## config.mk

```make
export PLATFORM = sky130hd
export DESIGN_NAME = emif_axi_mm_credit_gate_flat
export DESIGN_NICKNAME = d
export VERILOG_FILES = /design/src/rtl/emif_axi_mm_credit_gate_if.sv /design/src/rtl/emif_axi_mm_credit_gate.sv /design/src/flat_wrapper.sv
export SDC_FILE = /design/constraint.sdc
export NUM_CORES = 1
export LEC_CHECK = 0
export ABC_AREA = 1
export CORE_AREA = 2 2 225 227
export DETAILED_ROUTE_END_ITERATION = 6
export DIE_AREA = 0 0 227 229
export SLEW_MARGIN = 20
export SYNTH_ARGS = -nofsm -noshare
export SYNTH_HDL_FRONTEND = slang
export SYNTH_SLANG_ARGS = --single-unit
```

## constraint.sdc

```tcl
create_clock -name clk -period 3.5 [get_ports clk]
set_input_delay 1.05 -clock clk [delete_from_list [all_inputs] [get_ports clk]]
set_output_delay 1.05 -clock clk [all_outputs]
set_load 0.02 [all_outputs]
```

## src/rtl/emif_axi_mm_credit_gate_if.sv

```systemverilog
// AXI-MM bundle between the AFU, the credit gate and one EMIF memory-subsystem channel.
// The emif modport is the memory side: it owns clk/rst_n and the ready/response signals.
interface ofs_fim_emif_axi_mm_if #(
  parameter int ID_W   = 4,
  parameter int ADDR_W = 32,
  parameter int DATA_W = 64,
  parameter int USER_W = 4
);
  logic                  clk;
  logic                  rst_n;
  logic                  awvalid;
  logic                  awready;
  logic [ID_W-1:0]       awid;
  logic [ADDR_W-1:0]     awaddr;
  logic [7:0]            awlen;
  logic [USER_W-1:0]     awuser;
  logic                  wvalid;
  logic                  wready;
  logic [DATA_W-1:0]     wdata;
  logic [DATA_W/8-1:0]   wstrb;
  logic                  wlast;
  logic                  bvalid;
  logic                  bready;
  logic [ID_W-1:0]       bid;
  logic [1:0]            bresp;
  logic                  arvalid;
  logic                  arready;
  logic [ID_W-1:0]       arid;
  logic [ADDR_W-1:0]     araddr;
  logic [7:0]            arlen;
  logic [USER_W-1:0]     aruser;
  logic                  rvalid;
  logic                  rready;
  logic [ID_W-1:0]       rid;
  logic [DATA_W-1:0]     rdata;
  logic [1:0]            rresp;
  logic                  rlast;

  modport emif (
    output clk, rst_n, awready, wready, bvalid, bid, bresp, arready,
           rvalid, rid, rdata, rresp, rlast,
    input  awvalid, awid, awaddr, awlen, awuser, wvalid, wdata, wstrb, wlast,
           bready, arvalid, arid, araddr, arlen, aruser, rready
  );

  modport user (
    input  clk, rst_n, awready, wready, bvalid, bid, bresp, arready,
           rvalid, rid, rdata, rresp, rlast,
    output awvalid, awid, awaddr, awlen, awuser, wvalid, wdata, wstrb, wlast,
           bready, arvalid, arid, araddr, arlen, aruser, rready
  );
endinterface

```

## src/rtl/emif_axi_mm_credit_gate.sv

```systemverilog
// Credit gate in front of one EMIF channel: bounds outstanding AR/AW bursts and provides a
// quiesce/drain handshake. Stall statistics exist only when OFS_MEM_CREDIT_GATE_STATS_EN is defined.
module emif_axi_mm_credit_gate #(
  parameter int MAX_RD_OUTSTANDING = 64,
  parameter int MAX_WR_OUTSTANDING = 64
) (
  input  logic                       clk,
  input  logic                       rst_n,
  ofs_fim_emif_axi_mm_if.emif        afu_if,
  ofs_fim_emif_axi_mm_if.user        mem_if,
  input  logic                       quiesce_req,
  output logic                       quiesce_ack,
  output logic                       proto_err,
  output logic [31:0]                rd_stall_cnt,
  output logic [31:0]                wr_stall_cnt
);
  typedef enum logic [1:0] {ST_RUN = 2'd0, ST_DRAIN = 2'd1, ST_QUIESCED = 2'd2} state_t;

  localparam logic [7:0] RD_MAX = 8'(MAX_RD_OUTSTANDING);
  localparam logic [7:0] WR_MAX = 8'(MAX_WR_OUTSTANDING);

  state_t             state_r;
  logic [7:0]         rd_cnt_r;
  logic [7:0]         wr_cnt_r;
  logic signed [8:0]  w_bal_r;
  logic               ar_hold_r;
  logic               aw_hold_r;
  logic               w_hold_r;

  logic ar_open_s, aw_open_s, w_open_s;
  logic ar_hs_s, aw_hs_s, w_last_hs_s, w_hs_s, r_last_hs_s, b_hs_s;
  logic rd_uflow_s, wr_uflow_s, idle_s;

  assign afu_if.clk   = mem_if.clk;
  assign afu_if.rst_n = mem_if.rst_n;

  assign mem_if.arid    = afu_if.arid;
  assign mem_if.araddr  = afu_if.araddr;
  assign mem_if.arlen   = afu_if.arlen;
  assign mem_if.aruser  = afu_if.aruser;
  assign mem_if.arvalid = afu_if.arvalid & ar_open_s;
  assign afu_if.arready = mem_if.arready & ar_open_s;

  assign mem_if.awid    = afu_if.awid;
  assign mem_if.awaddr  = afu_if.awaddr;
  assign mem_if.awlen   = afu_if.awlen;
  assign mem_if.awuser  = afu_if.awuser;
  assign mem_if.awvalid = afu_if.awvalid & aw_open_s;
  assign afu_if.awready = mem_if.awready & aw_open_s;

  assign mem_if.wdata   = afu_if.wdata;
  assign mem_if.wstrb   = afu_if.wstrb;
  assign mem_if.wlast   = afu_if.wlast;
  assign mem_if.wvalid  = afu_if.wvalid & w_open_s;
  assign afu_if.wready  = mem_if.wready & w_open_s;

  assign afu_if.rvalid  = mem_if.rvalid;
  assign afu_if.rid     = mem_if.rid;
  assign afu_if.rdata   = mem_if.rdata;
  assign afu_if.rresp   = mem_if.rresp;
  assign afu_if.rlast   = mem_if.rlast;
  assign mem_if.rready  = afu_if.rready;

  assign afu_if.bvalid  = mem_if.bvalid;
  assign afu_if.bid     = mem_if.bid;
  assign afu_if.bresp   = mem_if.bresp;
  assign mem_if.bready  = afu_if.bready;

  // A held request keeps its channel open so valid never drops once presented downstream.
  assign ar_open_s = ((state_r == ST_RUN) && (rd_cnt_r < RD_MAX)) || ar_hold_r;
  assign aw_open_s = ((state_r == ST_RUN) && (wr_cnt_r < WR_MAX)) || aw_hold_r;
  assign w_open_s  = (state_r == ST_RUN) || (w_bal_r > 9'sd0) || w_hold_r;

  assign ar_hs_s     = mem_if.arvalid & mem_if.arready;
  assign aw_hs_s     = mem_if.awvalid & mem_if.awready;
  assign w_hs_s      = mem_if.wvalid & mem_if.wready;
  assign w_last_hs_s = w_hs_s & mem_if.wlast;
  assign r_last_hs_s = mem_if.rvalid & mem_if.rready & mem_if.rlast;
  assign b_hs_s      = mem_if.bvalid & mem_if.bready;

  assign rd_uflow_s = r_last_hs_s & ~ar_hs_s & (rd_cnt_r == 8'd0);
  assign wr_uflow_s = b_hs_s & ~aw_hs_s & (wr_cnt_r == 8'd0);
  assign idle_s     = (rd_cnt_r == 8'd0) && (wr_cnt_r == 8'd0) && (w_bal_r <= 9'sd0) &&
                      !ar_hold_r && !aw_hold_r && !w_hold_r;

  // Outstanding-burst counters; an orphan response floors at zero and latches proto_err.
  always_ff @(posedge clk or negedge rst_n) begin
    if (!rst_n) begin
      rd_cnt_r  <= 8'd0;
      wr_cnt_r  <= 8'd0;
      proto_err <= 1'b0;
    end else begin
      if (ar_hs_s && !r_last_hs_s)                         rd_cnt_r <= rd_cnt_r + 8'd1;
      else if (!ar_hs_s && r_last_hs_s && rd_cnt_r != 8'd0) rd_cnt_r <= rd_cnt_r - 8'd1;
      if (aw_hs_s && !b_hs_s)                              wr_cnt_r <= wr_cnt_r + 8'd1;
      else if (!aw_hs_s && b_hs_s && wr_cnt_r != 8'd0)      wr_cnt_r <= wr_cnt_r - 8'd1;
      if (rd_uflow_s || wr_uflow_s)                        proto_err <= 1'b1;
    end
  end

  // Write address/data balance; negative while W bursts run ahead of their AW.
  always_ff @(posedge clk or negedge rst_n) begin
    if (!rst_n) begin
      w_bal_r <= 9'sd0;
    end else begin
      case ({aw_hs_s, w_last_hs_s})
        2'b10:   w_bal_r <= w_bal_r + 9'sd1;
        2'b01:   w_bal_r <= w_bal_r - 9'sd1;
        default: w_bal_r <= w_bal_r;
      endcase
    end
  end

  // Valid-stability holds: set while presented but not accepted, cleared by the handshake.
  always_ff @(posedge clk or negedge rst_n) begin
    if (!rst_n) begin
      ar_hold_r <= 1'b0;
      aw_hold_r <= 1'b0;
      w_hold_r  <= 1'b0;
    end else begin
      ar_hold_r <= ar_hs_s ? 1'b0 : (ar_hold_r | (mem_if.arvalid & ~mem_if.arready));
      aw_hold_r <= aw_hs_s ? 1'b0 : (aw_hold_r | (mem_if.awvalid & ~mem_if.awready));
      w_hold_r  <= w_hs_s  ? 1'b0 : (w_hold_r  | (mem_if.wvalid  & ~mem_if.wready));
    end
  end

  // Quiesce FSM; quiesce_ack is registered alongside the state so it tracks QUIESCED exactly.
  always_ff @(posedge clk or negedge rst_n) begin
    if (!rst_n) begin
      state_r     <= ST_RUN;
      quiesce_ack <= 1'b0;
    end else begin
      case (state_r)
        ST_RUN: begin
          quiesce_ack <= 1'b0;
          if (quiesce_req) state_r <= ST_DRAIN;
          else             state_r <= ST_RUN;
        end
        ST_DRAIN: begin
          if (!quiesce_req) begin
            state_r     <= ST_RUN;
            quiesce_ack <= 1'b0;
          end else if (idle_s) begin
            state_r     <= ST_QUIESCED;
            quiesce_ack <= 1'b1;
          end else begin
            state_r     <= ST_DRAIN;
            quiesce_ack <= 1'b0;
          end
        end
        ST_QUIESCED: begin
          if (!quiesce_req) begin
            state_r     <= ST_RUN;
            quiesce_ack <= 1'b0;
          end else begin
            state_r     <= ST_QUIESCED;
            quiesce_ack <= 1'b1;
          end
        end
        default: begin
          state_r     <= ST_RUN;
          quiesce_ack <= 1'b0;
        end
      endcase
    end
  end

`ifdef OFS_MEM_CREDIT_GATE_STATS_EN
  logic [31:0] rd_stall_r;
  logic [31:0] wr_stall_r;

  // Saturating counts of cycles an upstream request waits on a closed gate.
  always_ff @(posedge clk or negedge rst_n) begin
    if (!rst_n) begin
      rd_stall_r <= 32'd0;
      wr_stall_r <= 32'd0;
    end else begin
      if (afu_if.arvalid && !ar_open_s && rd_stall_r != 32'hFFFF_FFFF) rd_stall_r <= rd_stall_r + 32'd1;
      if (afu_if.awvalid && !aw_open_s && wr_stall_r != 32'hFFFF_FFFF) wr_stall_r <= wr_stall_r + 32'd1;
    end
  end

  assign rd_stall_cnt = rd_stall_r;
  assign wr_stall_cnt = wr_stall_r;
`else
  assign rd_stall_cnt = 32'd0;
  assign wr_stall_cnt = 32'd0;
`endif
endmodule

```

## src/flat_wrapper.sv

```systemverilog
// flat-port wrapper written by rule: the top's interface ports become plain ports
module emif_axi_mm_credit_gate_flat 
#(
  parameter int MAX_RD_OUTSTANDING = 64,
  parameter int MAX_WR_OUTSTANDING = 64
)
  (clk, rst_n, quiesce_req, quiesce_ack, proto_err, rd_stall_cnt, wr_stall_cnt, afu_if_clk, afu_if_rst_n, afu_if_awready, afu_if_wready, afu_if_bvalid, afu_if_bid, afu_if_bresp, afu_if_arready, afu_if_rvalid, afu_if_rid, afu_if_rdata, afu_if_rresp, afu_if_rlast, afu_if_awvalid, afu_if_awid, afu_if_awaddr, afu_if_awlen, afu_if_awuser, afu_if_wvalid, afu_if_wdata, afu_if_wstrb, afu_if_wlast, afu_if_bready, afu_if_arvalid, afu_if_arid, afu_if_araddr, afu_if_arlen, afu_if_aruser, afu_if_rready, mem_if_clk, mem_if_rst_n, mem_if_awready, mem_if_wready, mem_if_bvalid, mem_if_bid, mem_if_bresp, mem_if_arready, mem_if_rvalid, mem_if_rid, mem_if_rdata, mem_if_rresp, mem_if_rlast, mem_if_awvalid, mem_if_awid, mem_if_awaddr, mem_if_awlen, mem_if_awuser, mem_if_wvalid, mem_if_wdata, mem_if_wstrb, mem_if_wlast, mem_if_bready, mem_if_arvalid, mem_if_arid, mem_if_araddr, mem_if_arlen, mem_if_aruser, mem_if_rready);
  ofs_fim_emif_axi_mm_if afu_if_i ();
  ofs_fim_emif_axi_mm_if mem_if_i ();
  input  logic clk;
  input  logic rst_n;
  input  logic quiesce_req;
  output logic quiesce_ack;
  output logic proto_err;
  output logic [31:0] rd_stall_cnt;
  output logic [31:0] wr_stall_cnt;
  output wire logic [$bits(afu_if_i.clk)-1:0] afu_if_clk;
  output wire logic [$bits(afu_if_i.rst_n)-1:0] afu_if_rst_n;
  output wire logic [$bits(afu_if_i.awready)-1:0] afu_if_awready;
  output wire logic [$bits(afu_if_i.wready)-1:0] afu_if_wready;
  output wire logic [$bits(afu_if_i.bvalid)-1:0] afu_if_bvalid;
  output wire logic [$bits(afu_if_i.bid)-1:0] afu_if_bid;
  output wire logic [$bits(afu_if_i.bresp)-1:0] afu_if_bresp;
  output wire logic [$bits(afu_if_i.arready)-1:0] afu_if_arready;
  output wire logic [$bits(afu_if_i.rvalid)-1:0] afu_if_rvalid;
  output wire logic [$bits(afu_if_i.rid)-1:0] afu_if_rid;
  output wire logic [$bits(afu_if_i.rdata)-1:0] afu_if_rdata;
  output wire logic [$bits(afu_if_i.rresp)-1:0] afu_if_rresp;
  output wire logic [$bits(afu_if_i.rlast)-1:0] afu_if_rlast;
  input wire logic [$bits(afu_if_i.awvalid)-1:0] afu_if_awvalid;
  input wire logic [$bits(afu_if_i.awid)-1:0] afu_if_awid;
  input wire logic [$bits(afu_if_i.awaddr)-1:0] afu_if_awaddr;
  input wire logic [$bits(afu_if_i.awlen)-1:0] afu_if_awlen;
  input wire logic [$bits(afu_if_i.awuser)-1:0] afu_if_awuser;
  input wire logic [$bits(afu_if_i.wvalid)-1:0] afu_if_wvalid;
  input wire logic [$bits(afu_if_i.wdata)-1:0] afu_if_wdata;
  input wire logic [$bits(afu_if_i.wstrb)-1:0] afu_if_wstrb;
  input wire logic [$bits(afu_if_i.wlast)-1:0] afu_if_wlast;
  input wire logic [$bits(afu_if_i.bready)-1:0] afu_if_bready;
  input wire logic [$bits(afu_if_i.arvalid)-1:0] afu_if_arvalid;
  input wire logic [$bits(afu_if_i.arid)-1:0] afu_if_arid;
  input wire logic [$bits(afu_if_i.araddr)-1:0] afu_if_araddr;
  input wire logic [$bits(afu_if_i.arlen)-1:0] afu_if_arlen;
  input wire logic [$bits(afu_if_i.aruser)-1:0] afu_if_aruser;
  input wire logic [$bits(afu_if_i.rready)-1:0] afu_if_rready;
  input wire logic [$bits(mem_if_i.clk)-1:0] mem_if_clk;
  input wire logic [$bits(mem_if_i.rst_n)-1:0] mem_if_rst_n;
  input wire logic [$bits(mem_if_i.awready)-1:0] mem_if_awready;
  input wire logic [$bits(mem_if_i.wready)-1:0] mem_if_wready;
  input wire logic [$bits(mem_if_i.bvalid)-1:0] mem_if_bvalid;
  input wire logic [$bits(mem_if_i.bid)-1:0] mem_if_bid;
  input wire logic [$bits(mem_if_i.bresp)-1:0] mem_if_bresp;
  input wire logic [$bits(mem_if_i.arready)-1:0] mem_if_arready;
  input wire logic [$bits(mem_if_i.rvalid)-1:0] mem_if_rvalid;
  input wire logic [$bits(mem_if_i.rid)-1:0] mem_if_rid;
  input wire logic [$bits(mem_if_i.rdata)-1:0] mem_if_rdata;
  input wire logic [$bits(mem_if_i.rresp)-1:0] mem_if_rresp;
  input wire logic [$bits(mem_if_i.rlast)-1:0] mem_if_rlast;
  output wire logic [$bits(mem_if_i.awvalid)-1:0] mem_if_awvalid;
  output wire logic [$bits(mem_if_i.awid)-1:0] mem_if_awid;
  output wire logic [$bits(mem_if_i.awaddr)-1:0] mem_if_awaddr;
  output wire logic [$bits(mem_if_i.awlen)-1:0] mem_if_awlen;
  output wire logic [$bits(mem_if_i.awuser)-1:0] mem_if_awuser;
  output wire logic [$bits(mem_if_i.wvalid)-1:0] mem_if_wvalid;
  output wire logic [$bits(mem_if_i.wdata)-1:0] mem_if_wdata;
  output wire logic [$bits(mem_if_i.wstrb)-1:0] mem_if_wstrb;
  output wire logic [$bits(mem_if_i.wlast)-1:0] mem_if_wlast;
  output wire logic [$bits(mem_if_i.bready)-1:0] mem_if_bready;
  output wire logic [$bits(mem_if_i.arvalid)-1:0] mem_if_arvalid;
  output wire logic [$bits(mem_if_i.arid)-1:0] mem_if_arid;
  output wire logic [$bits(mem_if_i.araddr)-1:0] mem_if_araddr;
  output wire logic [$bits(mem_if_i.arlen)-1:0] mem_if_arlen;
  output wire logic [$bits(mem_if_i.aruser)-1:0] mem_if_aruser;
  output wire logic [$bits(mem_if_i.rready)-1:0] mem_if_rready;
  assign afu_if_clk = afu_if_i.clk;
  assign afu_if_rst_n = afu_if_i.rst_n;
  assign afu_if_awready = afu_if_i.awready;
  assign afu_if_wready = afu_if_i.wready;
  assign afu_if_bvalid = afu_if_i.bvalid;
  assign afu_if_bid = afu_if_i.bid;
  assign afu_if_bresp = afu_if_i.bresp;
  assign afu_if_arready = afu_if_i.arready;
  assign afu_if_rvalid = afu_if_i.rvalid;
  assign afu_if_rid = afu_if_i.rid;
  assign afu_if_rdata = afu_if_i.rdata;
  assign afu_if_rresp = afu_if_i.rresp;
  assign afu_if_rlast = afu_if_i.rlast;
  assign afu_if_i.awvalid = afu_if_awvalid;
  assign afu_if_i.awid = afu_if_awid;
  assign afu_if_i.awaddr = afu_if_awaddr;
  assign afu_if_i.awlen = afu_if_awlen;
  assign afu_if_i.awuser = afu_if_awuser;
  assign afu_if_i.wvalid = afu_if_wvalid;
  assign afu_if_i.wdata = afu_if_wdata;
  assign afu_if_i.wstrb = afu_if_wstrb;
  assign afu_if_i.wlast = afu_if_wlast;
  assign afu_if_i.bready = afu_if_bready;
  assign afu_if_i.arvalid = afu_if_arvalid;
  assign afu_if_i.arid = afu_if_arid;
  assign afu_if_i.araddr = afu_if_araddr;
  assign afu_if_i.arlen = afu_if_arlen;
  assign afu_if_i.aruser = afu_if_aruser;
  assign afu_if_i.rready = afu_if_rready;
  assign mem_if_i.clk = mem_if_clk;
  assign mem_if_i.rst_n = mem_if_rst_n;
  assign mem_if_i.awready = mem_if_awready;
  assign mem_if_i.wready = mem_if_wready;
  assign mem_if_i.bvalid = mem_if_bvalid;
  assign mem_if_i.bid = mem_if_bid;
  assign mem_if_i.bresp = mem_if_bresp;
  assign mem_if_i.arready = mem_if_arready;
  assign mem_if_i.rvalid = mem_if_rvalid;
  assign mem_if_i.rid = mem_if_rid;
  assign mem_if_i.rdata = mem_if_rdata;
  assign mem_if_i.rresp = mem_if_rresp;
  assign mem_if_i.rlast = mem_if_rlast;
  assign mem_if_awvalid = mem_if_i.awvalid;
  assign mem_if_awid = mem_if_i.awid;
  assign mem_if_awaddr = mem_if_i.awaddr;
  assign mem_if_awlen = mem_if_i.awlen;
  assign mem_if_awuser = mem_if_i.awuser;
  assign mem_if_wvalid = mem_if_i.wvalid;
  assign mem_if_wdata = mem_if_i.wdata;
  assign mem_if_wstrb = mem_if_i.wstrb;
  assign mem_if_wlast = mem_if_i.wlast;
  assign mem_if_bready = mem_if_i.bready;
  assign mem_if_arvalid = mem_if_i.arvalid;
  assign mem_if_arid = mem_if_i.arid;
  assign mem_if_araddr = mem_if_i.araddr;
  assign mem_if_arlen = mem_if_i.arlen;
  assign mem_if_aruser = mem_if_i.aruser;
  assign mem_if_rready = mem_if_i.rready;
  emif_axi_mm_credit_gate #(.MAX_RD_OUTSTANDING(MAX_RD_OUTSTANDING), .MAX_WR_OUTSTANDING(MAX_WR_OUTSTANDING)) u_core (.clk(clk), .rst_n(rst_n), .afu_if(afu_if_i), .mem_if(mem_if_i), .quiesce_req(quiesce_req), .quiesce_ack(quiesce_ack), .proto_err(proto_err), .rd_stall_cnt(rd_stall_cnt), .wr_stall_cnt(wr_stall_cnt));
endmodule
```

# Yosys cells after proc, flatten, opt, wreduce, memory -nomap -nowiden
# Cells that the tools add are included.
# word_totals
reg_bits	32
input_bits	261
out_inout_bits	324
elab_cells	101
# op_classes
n_addsub	6
magnitude_cmp	4
n_eq_ne	4
muxes	17
bitwise_logic	28
reduce_logical	33
# op_table
operator	count
two-way mux 8 bit	4
AND 1 bit	20
case mux 9 bit (2 select lines)	1
adder 8 x 1 -> 8 bit (second input constant)	2
zero test 8 bit	2
< comparator 8 x 7 -> 1 bit (second input constant)	2
nonzero test 8 bit	2
subtractor 8 x 1 -> 8 bit (second input constant)	2
logical AND 1 bit	13
adder 9 x 2 -> 9 bit (second input constant)	1
greater-than comparator 9 x 1 -> 1 bit (second input constant)	1
less-or-equal comparator 9 x 1 -> 1 bit (second input constant)	1
subtractor 9 x 2 -> 9 bit (second input constant)	1
zero test 1 bit	7
two-way mux 1 bit	7
two-way mux 2 bit	3
case mux 2 bit (3 select lines)	1
nonzero test 2 bit	3
logical OR 1 bit	5
NOT 1 bit	5
== test 2 x 1 -> 1 bit (second input constant)	2
== test 2 bit (second input constant)	2
OR 1 bit	3
zero test 2 bit	1
case mux 1 bit (2 select lines)	1

# Longest topological paths before layout
# logic_depth
depth_word	10
depth_mapped	22
depth_no_buf	22

# Worst setup path before layout
# No wires, ideal clock.
# synth_path
path_kind	input -> register
startpoint	input port mem_if_wready
endpoint	register u_core.w_bal_r[4]
setup_ps	129
t_arrival_ps	2626
required_time_ps	3371
path_slack_ps	745
stages	16
n_path_buf	0
path_cell_list	nand2_1 -> inv_1 -> nand2_1 -> nor2_1 -> ha_1 -> inv_1 -> nand2_1 -> nand2_1 -> ha_1 -> a21oi_1 -> nor2_1 -> nand2_1 -> nand2_1 -> or2_1 -> nand3_1 -> o21ai_1
# synth_via
elab_chain_cells	4
word_cells_on_any_way	6
cone_classes	2 x eq/ne; 1 x mux; 2 x bitwise; 1 x reduce/logical
# synth_rtl
item	line	rtl
from (decl)	flat_wrapper.sv:49	input wire logic [$bits(mem_if_i.wready)-1:0] mem_if_wready;
AND 1 bit *	emif_axi_mm_credit_gate.sv:76	assign w_hs_s = mem_if.wvalid & mem_if.wready;
AND 1 bit *	emif_axi_mm_credit_gate.sv:77	assign w_last_hs_s = w_hs_s & mem_if.wlast;
== test 2 x 1 -> 1 bit or == test 2 bit (tied branches)	emif_axi_mm_credit_gate.sv:106	case ({aw_hs_s, w_last_hs_s})
case mux 9 bit (2 select lines) or nonzero test 2 bit (tied branches)	--	
to (signal assigned)	emif_axi_mm_credit_gate.sv:107	2'b10: w_bal_r <= w_bal_r + 9'sd1;
to (signal assigned)	emif_axi_mm_credit_gate.sv:108	2'b01: w_bal_r <= w_bal_r - 9'sd1;
to (signal assigned)	emif_axi_mm_credit_gate.sv:109	default: w_bal_r <= w_bal_r;
to (decl)	emif_axi_mm_credit_gate.sv:25	logic signed [8:0] w_bal_r;
# Every way passes the cells marked *; elsewhere a longest branch is shown, timed or not.
# A chain may end at the register's enable or synchronous reset.

# Worst setup path in the final report
# layout_path
startpoint	input port mem_if_awready
endpoint	output port afu_if_awready
# layout_via
elab_chain_cells	1
# layout_rtl
item	line	rtl
from (decl)	flat_wrapper.sv:48	input wire logic [$bits(mem_if_i.awready)-1:0] mem_if_awready;
AND 1 bit	emif_axi_mm_credit_gate.sv:49	assign afu_if.awready = mem_if.awready & aw_open_s;
to (decl)	flat_wrapper.sv:19	output wire logic [$bits(afu_if_i.awready)-1:0] afu_if_awready;
# No other way between the ends.

==> results.md <==
Synth:
- By area the synthesized netlist is led by sky130_fd_sc_hd__buf_4 (49%), sky130_fd_sc_hd__dfrtp_1 (16%), sky130_fd_sc_hd__nand2_1 (8.6%).
- After Yosys synthesis, XOR and XNOR cells account for 3.368% of the synthesized area.
- The number of warnings printed during yosys synthesis is 0.
- Of the post-synthesis cell area, the dominant cell type holds 48.75%.
- In the synthesized netlist the dominant register cell turns out to be sky130_fd_sc_hd__dfrtp_1.
- The multiplexer area fraction after synthesis is 0%.
- Synthesis produced 657 cells.
- The synthesized netlist occupies a cell area of 4866 um^2.
- The number of synthesized register bits is 32.
- The mean instance size in the synthesized netlist is 7.406 um^2.
- After Yosys synthesis, full adders, half adders and majority gates account for roughly 5.7% of the synthesized area.
- The simple-gate share of the synthesized area is 16.56%.
- Counting flops with a built-in enable in the synthesized netlist gives 0.
- In the synthesized netlist the async set-or-reset flop fraction comes to 100.0%.
- Sequential cells were found to cover 16.46% of the synthesized design area.
- By area, the combinational part of the netlist is dominated by buffers and inverters.
- The count of cell types in the netlist is 38.
- The synthesized netlist devotes roughly 4.7% of its cell area to compound gates.
- The largest area contributor in the synthesized netlist is sky130_fd_sc_hd__buf_4.

Worst setup path:
- The number of buffers and inverters on the critical path is 3.
- The data arrival time at the worst-slack endpoint is 2.37 ns.
- The largest fanout on the critical path is 2.
- On the worst path, the slowest cell contributes a delay of roughly 0.62 ns.
- The library cell contributing the largest single delay on the critical path is sky130_fd_sc_hd__clkdlybuf4s50_1.
- The signal on the critical path passes through clkdlybuf4s50_1, inv_1, a21oi_1, clkdlybuf4s50_1.
- For the worst setup path, the data required time is 2.45 ns.
- The family with the most delay on the worst path is buffers and inverters.
- STA classifies the critical path startpoint as an input pin.
- The critical path class is in2out.
- STA classifies the critical path endpoint as an output port.
- The library cell appearing most often on the critical path is sky130_fd_sc_hd__clkdlybuf4s50_1.

STA:
- The count of final setup violators is 0.
- The share of the cycle needed by the critical path after routing is 97.73%.
- The clock period could shrink to 3.420 ns.
- Between clock sinks in the finished design, the worst skew comes to 0.007631 ns.
- The final number of hold-violating endpoints is 0.
- The final-report max-slew violation count is 0.
- The tightest hold path in the finished design has a slack of 0.5053 ns.
- Setup repair after global routing left no endpoint under its margin.
- The top achievable clock speed is 292.4 MHz.

Power:
- Of the total power, combinational logic draws roughly 56%.
- The largest vdd supply drop is 0.1949 mV.
- For this design the static power due to leakage is 1.818 nW.
- The switching power as a share of total power is 46.16%.
- For this design the total switching power over the nets is 0.001189 W.
- Cell internal power was estimated by the tool at 0.001386 W.
- The part of the power in the clock network is 17.4%.
- The sequential share of power is 27.1%.
- For this design the ratio of total power to cell area is 639.0 nW/um^2.

Floorplan:
- The core region is roughly 50,000 um^2.
- In this run the core area contains a little over 80 standard-cell rows.
- The effective utilization at floorplan is slightly below 10%.
- The die covers 51,980 um^2.
- During I/O placement, the number of pins put on the boundary was 585.
- The floorplan step set the die height to 229 um.
- The die is 227 um wide.

Cells and area:
- Compared with the post-synthesis result, the final layout area differs by -17.18%.
- Counting the fill cells in the layout gives around 5,900.
- The multi-input combinational cells in the finished layout cover a total of 1718 um^2.
- The share of layout cells above drive strength 1 is 9.213%.
- The number of antenna diodes in the final layout is 0.
- At the end of the flow the core is filled with cells to 8.116%.
- Leaving out fill and tap cells, the most frequent cells in the layout are sky130_fd_sc_hd__nand2_1 (112), sky130_fd_sc_hd__conb_1 (64), sky130_fd_sc_hd__inv_1 (42).
- The commonest non-fill, non-tap cell in the layout is sky130_fd_sc_hd__nand2_1.
- The number of nets at the end of the flow is 726.
- Registers take 800.8 um^2.

Detailed routing:
- The detail-routed via count per cell is 2.564.
- The final routed wire length divided by cell count is 11.40 um.
- The number of remaining DRC errors is 0.
- The number of design-rule violations left by the first detailed-router iteration is 89.
- The count of TritonRoute iterations in the first routing pass is 4.
- For this block, the routed nets add up to about 13,000 um of wire.
- The count of nets left with antenna violations after detail routing is 0.
- The vias after detailed routing is 2,864.

Global routing:
- The number of antenna violations at the first check in global routing is 1.
- The first global-routing pass estimated 17,250 um of wire.
- The via count of the first global-routing pass came to 2,812.
- The pin count of the biggest net entering global routing is 33.
- The global routing usage summed across all routing layers is 4.500%.
- The total overflow left after global routing is 0.

Placed design:
- The HPWL after detailed placement is 10,350 um.
- Port buffering added 28 buffers.
- The global placement routability congestion is 0.7392.

Clocking:
- The CTS tree is built.
- Clock tree synthesis selected as its root buffer the cell sky130_fd_sc_hd__clkbuf_16.
- After clock tree synthesis, the clock-pin slew on the worst setup and hold paths is about 0.050 ns.
- Clock latency on the worst-skew pair, taken at its later pin, is 0.28 ns.
- The total number of clock tree sinks is 32.
- The hold buffer count at CTS is 0.
- The post-CTS setup buffer count is 0.
- Counting the buffers created by CTS gives 5.
- The number of H-tree levels is 2.
- In this run the deepest clock path goes through 2 buffers.

Run status:
- The flow ran to the end, and the final reports show no timing, DRC or antenna violations.

Flow run:
- Across the run, the number of max-cap violations was 0.

Hold path:
- The worst hold path belongs to the class reg2reg.
[area by class of cell]
type                    count  share of cell area [%]
inverters                  49                   4.595
clock buffers               8                   3.632
multi-input cells         320                   42.63
flip-flops and latches     32                   19.87
well taps                 672                   20.86
repair buffers             36                   8.414
[synth_stat cells, types with 4 or more instances]
cell type / count
sky130_fd_sc_hd__a21o_1: 4
sky130_fd_sc_hd__nor2_1: 23
sky130_fd_sc_hd__a21oi_1: 12
sky130_fd_sc_hd__nand2_1: 112
sky130_fd_sc_hd__nand3_1: 19
sky130_fd_sc_hd__buf_4: 316
sky130_fd_sc_hd__xnor2_1: 7
sky130_fd_sc_hd__ha_1: 19
sky130_fd_sc_hd__dfrtp_1: 32
sky130_fd_sc_hd__xor2_1: 8
sky130_fd_sc_hd__inv_2: 6
sky130_fd_sc_hd__inv_1: 42
sky130_fd_sc_hd__o21ai_2: 4
sky130_fd_sc_hd__o21ai_0: 9
sky130_fd_sc_hd__nand4_1: 7
[worst register-to-register path, cell delays in order, from the launching register on]
cell and delay [ns]:
sky130_fd_sc_hd__dfrtp_1 0.40, sky130_fd_sc_hd__inv_1 0.13, sky130_fd_sc_hd__nand3_1 0.12, sky130_fd_sc_hd__o21bai_1 0.25, sky130_fd_sc_hd__nand3b_1 0.25, sky130_fd_sc_hd__nand2_1 0.13, sky130_fd_sc_hd__inv_1 0.06, sky130_fd_sc_hd__nand2_1 0.05
sky130_fd_sc_hd__nor2_1 0.04, sky130_fd_sc_hd__buf_4 0.14, sky130_fd_sc_hd__ha_1 0.19, sky130_fd_sc_hd__buf_4 0.14, sky130_fd_sc_hd__nand2_1 0.06, sky130_fd_sc_hd__nand2_1 0.07, sky130_fd_sc_hd__ha_1 0.17, sky130_fd_sc_hd__a21oi_1 0.16
sky130_fd_sc_hd__nor2_1 0.09, sky130_fd_sc_hd__nand2_1 0.06, sky130_fd_sc_hd__nand2_1 0.09, sky130_fd_sc_hd__or2_1 0.22, sky130_fd_sc_hd__nand3_1 0.07, sky130_fd_sc_hd__o21ai_1 0.07
[cells by family after synthesis]
kind of cell | count (synthesis)
AO/OA/AOI/OAI | 38
adder cells (fa/ha/maj) | 21
buffers and inverters | 368
XOR/XNOR | 17
flip-flops | 32
other | 1
AND/OR/NAND/NOR | 180
[final timing paths]
kind                                                from                            end  slack [ns]  cells past startpoint
max reg2reg                u_core.w_bal_r[4]$_DFFE_PN0P_  u_core.w_bal_r[4]$_DFFE_PN0P_        0.40                     21
min reg2reg                 u_core.proto_err$_DFFE_PN0P_   u_core.proto_err$_DFFE_PN0P_        0.51                      2
min                         u_core.proto_err$_DFFE_PN0P_   u_core.proto_err$_DFFE_PN0P_        0.51                      2
min in group asynchronous                          rst_n                      async pin        1.19                      2
max                                       mem_if_awready                 afu_if_awready        0.08                      4
max in group asynchronous                          rst_n  u_core.w_bal_r[2]$_DFFE_PN0P_        1.97                      2
[power by group through the flow]
stage               Clock, W  Combinational, W  Sequential [W]
floorplan                  0           0.00162        0.000655
global placement           0           0.00140        0.000696
detailed placement         0           0.00144        0.000706
CTS                 0.000465           0.00144        0.000701
global route        0.000480           0.00164        0.000726
finish              0.000447           0.00143        0.000698
[routing by layer]
| layer | global-route usage (%) | part of all wire, % |
|---|---|---|
| met2 | 5.744 | 38 |
| met5 | 0.6641 | 0.37 |
| met3 | 3.387 | 18 |
| met4 | 5.086 | 12 |
| met1 | 4.252 | 32 |
[sequential cells by signal (all words and copies together), names as in the netlist, named ones only]
register,cells
u_core.wr_cnt_r,8
u_core.rd_cnt_r,8
u_core.proto_err,1
u_core.w_bal_r,9
u_core.state_r,2
u_core.quiesce_ack,1
[stage by stage]
stage | setup TNS [ns] | total power [W] | std cells | area [um^2] | setup WS [ns]
finish | 0 | 0.002575 | 1117 | 4030 | 0.07950
global route | 0 | 0.002842 | 1117 | 4030 | 0.003222
CTS | 0 | 0.002611 | 1117 | 4030 | 0.07285
detailed placement | -0.03494 | 0.002141 | 1109 | 3885 | -0.03494
global placement | -0.04826 | 0.002092 | 1109 | 3885 | -0.04826
floorplan | 0 | 0.002279 | 720 | 5102 | 0.7447
[timing repair]
action / 4_1_cts / 5_1_grt
endpoints found under the setup margin: 1 / 0
endpoints found under the hold margin: 0 / 0
resized for setup: 1 / 0
Note: power is estimated with default switching activity, not from simulation.
